===== config.mk =====
export PLATFORM = sky130hd
export DESIGN_NAME = uart_tx
export DESIGN_NICKNAME = d
export VERILOG_FILES = /design/src/rtl/uart_tx.sv
export SDC_FILE = /design/constraint.sdc
export NUM_CORES = 1
export LEC_CHECK = 0
export ABC_CLOCK_PERIOD_IN_PS = 3200
export CORE_MARGIN = 8
export CORE_UTILIZATION = 55
export DETAILED_ROUTE_END_ITERATION = 7
export DONT_BUFFER_PORTS = 1
export HOLD_SLACK_MARGIN = 0.06
export MAX_ROUTING_LAYER = met4
export PLACE_DENSITY = 0.79
export SETUP_SLACK_MARGIN = 0.1
export SLEW_MARGIN = 20
export SYNTH_ARGS = -nofsm -noshare
export SYNTH_HDL_FRONTEND = slang
export SYNTH_SLANG_ARGS = --single-unit

===== constraint.sdc =====
create_clock -name osc -period 3.2 [get_ports osc]
set_input_delay 0.64 -clock osc [delete_from_list [all_inputs] [get_ports osc]]
set_output_delay 0.64 -clock osc [all_outputs]
set_load 0.005 [all_outputs]

===== src/rtl/uart_tx.sv =====
// uart_tx: LSB-first UART transmitter (8N1) with a one-byte holding register and a 5x-baud tick divider.
// Define UART_TX_PARITY_EN to insert an even-parity bit between the data bits and the stop bit (8E1).
module uart_tx #(
    parameter int OSCRATE  = 12_000_000,
    parameter int BAUDRATE = 9600
) (
    input  logic       osc,
    input  logic       reset,
    input  logic [7:0] tx_data,
    input  logic       tx_valid,
    output logic       tx_ready,
    output logic       tx,
    output logic       busy
);
    localparam int BAUD_DIVISOR = OSCRATE / BAUDRATE / 5;
    localparam int CNT_W        = (BAUD_DIVISOR > 1) ? $clog2(BAUD_DIVISOR) : 1;
    localparam logic [CNT_W-1:0] TICK_RELOAD = CNT_W'(BAUD_DIVISOR - 1);

    typedef enum logic [2:0] {
        S_IDLE,
        S_START,
        S_DATA,
`ifdef UART_TX_PARITY_EN
        S_PARITY,
`endif
        S_STOP
    } state_e;

    state_e           state_q, state_d;
    logic [7:0]       hold_q, hold_d;
    logic             hold_full_q, hold_full_d;
    logic [7:0]       shifter_q, shifter_d;
    logic [2:0]       bit_idx_q, bit_idx_d;
    logic [CNT_W-1:0] tick_cnt_q, tick_cnt_d;
    logic [2:0]       sub_q, sub_d;
    logic             tx_q, tx_d;
`ifdef UART_TX_PARITY_EN
    logic             parity_q, parity_d;
`endif

    logic tick, bit_end, accept, load;

    // A bit period ends on the fifth divider tick; load restarts the bit clock so the start bit is full length.
    assign tick    = (tick_cnt_q == '0);
    assign bit_end = tick && (sub_q == 3'd4);
    assign accept  = tx_valid && !hold_full_q;
    assign load    = hold_full_q && ((state_q == S_IDLE) || ((state_q == S_STOP) && bit_end));

    // NOTE: registers are updated with non-blocking assignments so every flop samples pre-edge values.
    always_ff @(posedge osc) begin
        if (reset) begin
            state_q     <= S_IDLE;
            hold_q      <= '0;
            hold_full_q <= 1'b0;
            shifter_q   <= '0;
            bit_idx_q   <= '0;
            tick_cnt_q  <= '0;
            sub_q       <= '0;
            tx_q        <= 1'b1;
`ifdef UART_TX_PARITY_EN
            parity_q    <= 1'b0;
`endif
        end else begin
            state_q     <= state_d;
            hold_q      <= hold_d;
            hold_full_q <= hold_full_d;
            shifter_q   <= shifter_d;
            bit_idx_q   <= bit_idx_d;
            tick_cnt_q  <= tick_cnt_d;
            sub_q       <= sub_d;
            tx_q        <= tx_d;
`ifdef UART_TX_PARITY_EN
            parity_q    <= parity_d;
`endif
        end
    end

    always_comb begin
        state_d = state_q;
        case (state_q)
            S_IDLE:  if (load) state_d = S_START;
            S_START: if (bit_end) state_d = S_DATA;
            S_DATA: begin
                if (bit_end && (bit_idx_q == 3'd7)) begin
`ifdef UART_TX_PARITY_EN
                    state_d = S_PARITY;
`else
                    state_d = S_STOP;
`endif
                end
            end
`ifdef UART_TX_PARITY_EN
            S_PARITY: if (bit_end) state_d = S_STOP;
`endif
            S_STOP:  if (bit_end) state_d = load ? S_START : S_IDLE;
            default: state_d = S_IDLE;
        endcase
    end

    // NOTE: every signal gets a default before any branch, so no path leaves it unassigned and no latch is inferred.
    always_comb begin
        hold_d      = hold_q;
        hold_full_d = hold_full_q;
        shifter_d   = shifter_q;
        bit_idx_d   = bit_idx_q;
        tick_cnt_d  = tick ? TICK_RELOAD : tick_cnt_q - CNT_W'(1);
        sub_d       = tick ? ((sub_q == 3'd4) ? 3'd0 : sub_q + 3'd1) : sub_q;
`ifdef UART_TX_PARITY_EN
        parity_d    = parity_q;
`endif
        if (accept) begin
            hold_d      = tx_data;
            hold_full_d = 1'b1;
        end
        if (load) begin
            shifter_d   = hold_q;
            hold_full_d = 1'b0;
            bit_idx_d   = 3'd0;
            tick_cnt_d  = TICK_RELOAD;
            sub_d       = 3'd0;
`ifdef UART_TX_PARITY_EN
            parity_d    = ^hold_q;
`endif
        end else if ((state_q == S_DATA) && bit_end) begin
            shifter_d = shifter_q >> 1;
            bit_idx_d = bit_idx_q + 3'd1;
        end
    end

    // The line level is decoded from next state so tx is a clean flop output aligned with the FSM.
    always_comb begin
        tx_d = 1'b1;
        case (state_d)
            S_START:  tx_d = 1'b0;
            S_DATA:   tx_d = shifter_d[0];
`ifdef UART_TX_PARITY_EN
            S_PARITY: tx_d = parity_d;
`endif
            default:  tx_d = 1'b1;
        endcase
    end

    assign tx       = tx_q;
    assign tx_ready = !hold_full_q;
    assign busy     = (state_q != S_IDLE);

endmodule

==> reports/results.ini <==
[clock_tree]
max-clock-path-buffers = 2
tritoncts.num_buffers = 5
clock-sinks = 35
cts-htree-levels = 2
cts.root.buffer_cell = sky130_fd_sc_hd__clkbuf_4
post_cts_resized = 0
clock_tree_from_tritoncts = built
post_cts_buffers = 0
cts_hold_buf = 0
worstSkewPairLatency_ps = 340
clk_pin_slew_ps = 100

[synthesis]
synth.area.top_cells = sky130_fd_sc_hd__dfxtp_1 (44%), sky130_fd_sc_hd__mux2i_1 (5.6%), sky130_fd_sc_hd__nand2_1 (5.6%)
synth.top_cell.area_share = 0.436
synth.ff_latch_count = 35
netlist_area_mm2 = 0.00161
number_of_flops_mapped_to_enable_cells_by_yosys = 0
post_synth_mux_area_share = 0.0561
postSynth.asyncResetShare = 0
synth_sequential_area_ratio = 0.436
post_synth_fa_ha_maj_area_fraction = 0.0390
synthDistinctLibCells = 44
largest_family_of_logic_cells_by_synthesized_area = simple AND/OR/NAND/NOR gates
synth-compound-area-share = 0.165
synth_area_per_cell_um2 = 8.97
yosysWarnings = 0
synth_area_leader_cell = sky130_fd_sc_hd__dfxtp_1
commonest_cells_post_synth = sky130_fd_sc_hd__dfxtp_1 (35), sky130_fd_sc_hd__nand2_1 (24), sky130_fd_sc_hd__nor2_1 (18)
synthSimpleGateAreaFrac = 0.213
synth_xor_xnor_area_share = 0.0382
synth.most_common_cell = sky130_fd_sc_hd__dfxtp_1
syn_inst = 179
syn_nets = 195
synth-main-ff-cell = sky130_fd_sc_hd__dfxtp_1

[die]
floorplan.rows = 19
fp.dieArea_mm2 = 0.00490
die_height_um = 70.0
start_util = 0.582
boundaryPins = 14
core-area_mm2 = 0.00276
die-width_um = 70.0

[power_and_ir_drop]
ir_drop_uv = 502
total_leakage_power_nw = 0.618
power_switching_mw = 0.391
power_switching_share = 0.353
power_frac_seq = 0.502
power_frac_clock = 0.206
share_of_total_power_in_combinational_logic = 0.293
powerDensity_mw_per_mm2 = 670
internal_power_mw = 0.716

[sta]
finalHoldViolCount = 0
grt_setup_unrepaired = no
worst-slew-pin-transition_ps = 867
timing.final.setup_violations = 0
whs_ps = 349
slew_viol_final = 0
period_minus_slack_ps = 2330
fmaxAchievable_mhz = 430
tns_ps = 0
timing.slew.headroom = 0.421
final_worst_path_period_share = 0.727
timing.clock.skew_ps = 10.1

[min_path]
worstHoldPathCells = 1
hp-class = input port to flop
worst_hold_startpoint = reset
endpoint_with_the_worst_hold_slack = tick_cnt_q[0]

[routing]
detail_route.iter0.violations = 81
number_of_nets_with_antenna_violations_after_routing = 0
post_drt_wl_per_cell_um = 15.2
route.final.wire_length_mm = 3.20
vias = 1261
drcViolationCount = 0
via_per_inst = 6.00
drtPass1Iterations = 4

[placed_design]
dp.final_hpwl_mm = 2.41
io_buffers = 0
finalWeightedCongestion = 0.861

[setup_path]
worstPathMaxFanout = 10
cpMaxStageDelayCell = sky130_fd_sc_hd__o41a_1
reg2reg_depth = 6
path_cells = inv_1 > ha_1 > or3b_1 > o41a_1 > o21ai_4 > nor3_1
rr_endpoint = tick_cnt_q[2]
crit_path_start_kind = flop
timing.critical_path.required_ps = 3430
critPathKind = flop to flop
worst_r2r_startpoint = tick_cnt_q[0]
end_kind = flop
worst-r2r-setup-slack_ps = 870
wp_data_arrival_ps = 2560
timing.critical_path.slowest_cell_delay_ps = 610

[global_routing]
grt_max_degree = 19
antenna_violations_before_repair = 0
grt_overflow_total = 0
via_count_of_the_first_global_routing_pass = 1296
grt_util_overall = 0.142
wire_length_of_the_first_global_routing_pass_mm = 5.66

[job]
cap_viol_max_count = 0

[cells_and_area]
post-route-util = 0.599
drive_above_1_share = 0.0670
area_taken_by_multi_input_logic_gates_um2 = 825
fill_cell_total_of_the_finished_layout = 259
diode_count = 0
synthToLayoutAreaGrowth_pct = 2.88
seqCellArea_um2 = 701
fin_nets = 194

[status]
status = finished, final reports clean

-- layout make-up --
cell class / instances / share of cell area
multi-input combinational: 126 / 0.499
sequential: 35 / 0.424
clock buffer: 7 / 0.0273
tap: 31 / 0.0235
inverter: 10 / 0.0227
clock inverter: 1 / 0.00303
-- critical path, delay by kind of cell, from the launching register on --
family                   cells  cell delay (ps)
AO/OA/AOI/OAI                2              930
adder cells (fa/ha/maj)      1              270
buffers and inverters        1               60
flip-flops                   1              340
AND/OR/NAND/NOR              2              600
-- kinds of logic after synthesis --
logic type               Yosys count
AND/OR/NAND/NOR                   67
XOR/XNOR                           7
multiplexers                       9
flip-flops                        35
AO/OA/AOI/OAI                     37
other                              1
adder cells (fa/ha/maj)            5
buffers and inverters             18
-- metrics by stage --
step	cells	worst slack [ps]	total power [mW]	instance area [um^2]
CTS	210	881	1.11	1650
floorplan	179	1130	0.836	1610
global placement	202	988	0.864	1600
finish	210	873	1.11	1650
global route	210	741	1.19	1650
detailed placement	202	903	0.888	1600
-- registers in the layout, indices dropped and copies added (netlist names) --
register / count
hold_q: 8
shifter_q: 8
tick_cnt_q: 8
bit_idx_q: 3
state_q: 3
sub_q: 3
hold_full_q: 1
tx: 1
-- routing by layer --
layer  part of all wire  vias up  GRT usage
met5                  0        -          -
met4              0.013        0     0.0558
li1                   -      628          -
met3              0.052        5     0.0579
met1               0.42      603      0.140
met2               0.51       25      0.245
-- placed cells by master, fill, tap and decap left out, types with 2 or more instances in the layout --
| master | n |
|---|---|
| sky130_fd_sc_hd__xor2_1 | 2 |
| sky130_fd_sc_hd__nor4_1 | 2 |
| sky130_fd_sc_hd__dfxtp_1 | 35 |
| sky130_fd_sc_hd__inv_1 | 9 |
| sky130_fd_sc_hd__clkbuf_1 | 2 |
| sky130_fd_sc_hd__xnor2_1 | 5 |
| sky130_fd_sc_hd__mux2i_1 | 9 |
| sky130_fd_sc_hd__a21oi_1 | 11 |
| sky130_fd_sc_hd__o31ai_1 | 7 |
| sky130_fd_sc_hd__nand3_1 | 3 |
| sky130_fd_sc_hd__nor3_1 | 3 |
| sky130_fd_sc_hd__a31oi_1 | 9 |
| sky130_fd_sc_hd__or2_2 | 2 |
| sky130_fd_sc_hd__ha_1 | 5 |
| sky130_fd_sc_hd__clkbuf_4 | 5 |
| sky130_fd_sc_hd__nand2_1 | 24 |
| sky130_fd_sc_hd__nor3b_1 | 2 |
| sky130_fd_sc_hd__nor2_1 | 18 |
| sky130_fd_sc_hd__nand3b_1 | 2 |
-- worst max path at each step --
stage	endpoint	from	cells after the start	slack, ps
finish	tick_cnt_q[2]	tick_cnt_q[0]	6	870
global route	tick_cnt_q[2]	tick_cnt_q[0]	6	740
CTS	tick_cnt_q[2]	tick_cnt_q[0]	6	880
detailed placement	tick_cnt_q[2]	tick_cnt_q[0]	6	900
global placement	tick_cnt_q[2]	tick_cnt_q[0]	6	990
floorplan	tick_cnt_q[2]	tick_cnt_q[0]	8	1130
-- power by group through the flow --
stage          sequential, mW  clock [mW]  combinational [mW]
4_1_cts                 0.555       0.233               0.325
5_1_grt                 0.569       0.256               0.368
3_5_place_dp            0.566           0               0.322
3_3_place_gp            0.561           0               0.303
2_1_floorplan           0.551           0               0.284
6_report                0.555       0.228               0.324
No activity file was read; power rests on OpenSTA's default activity.
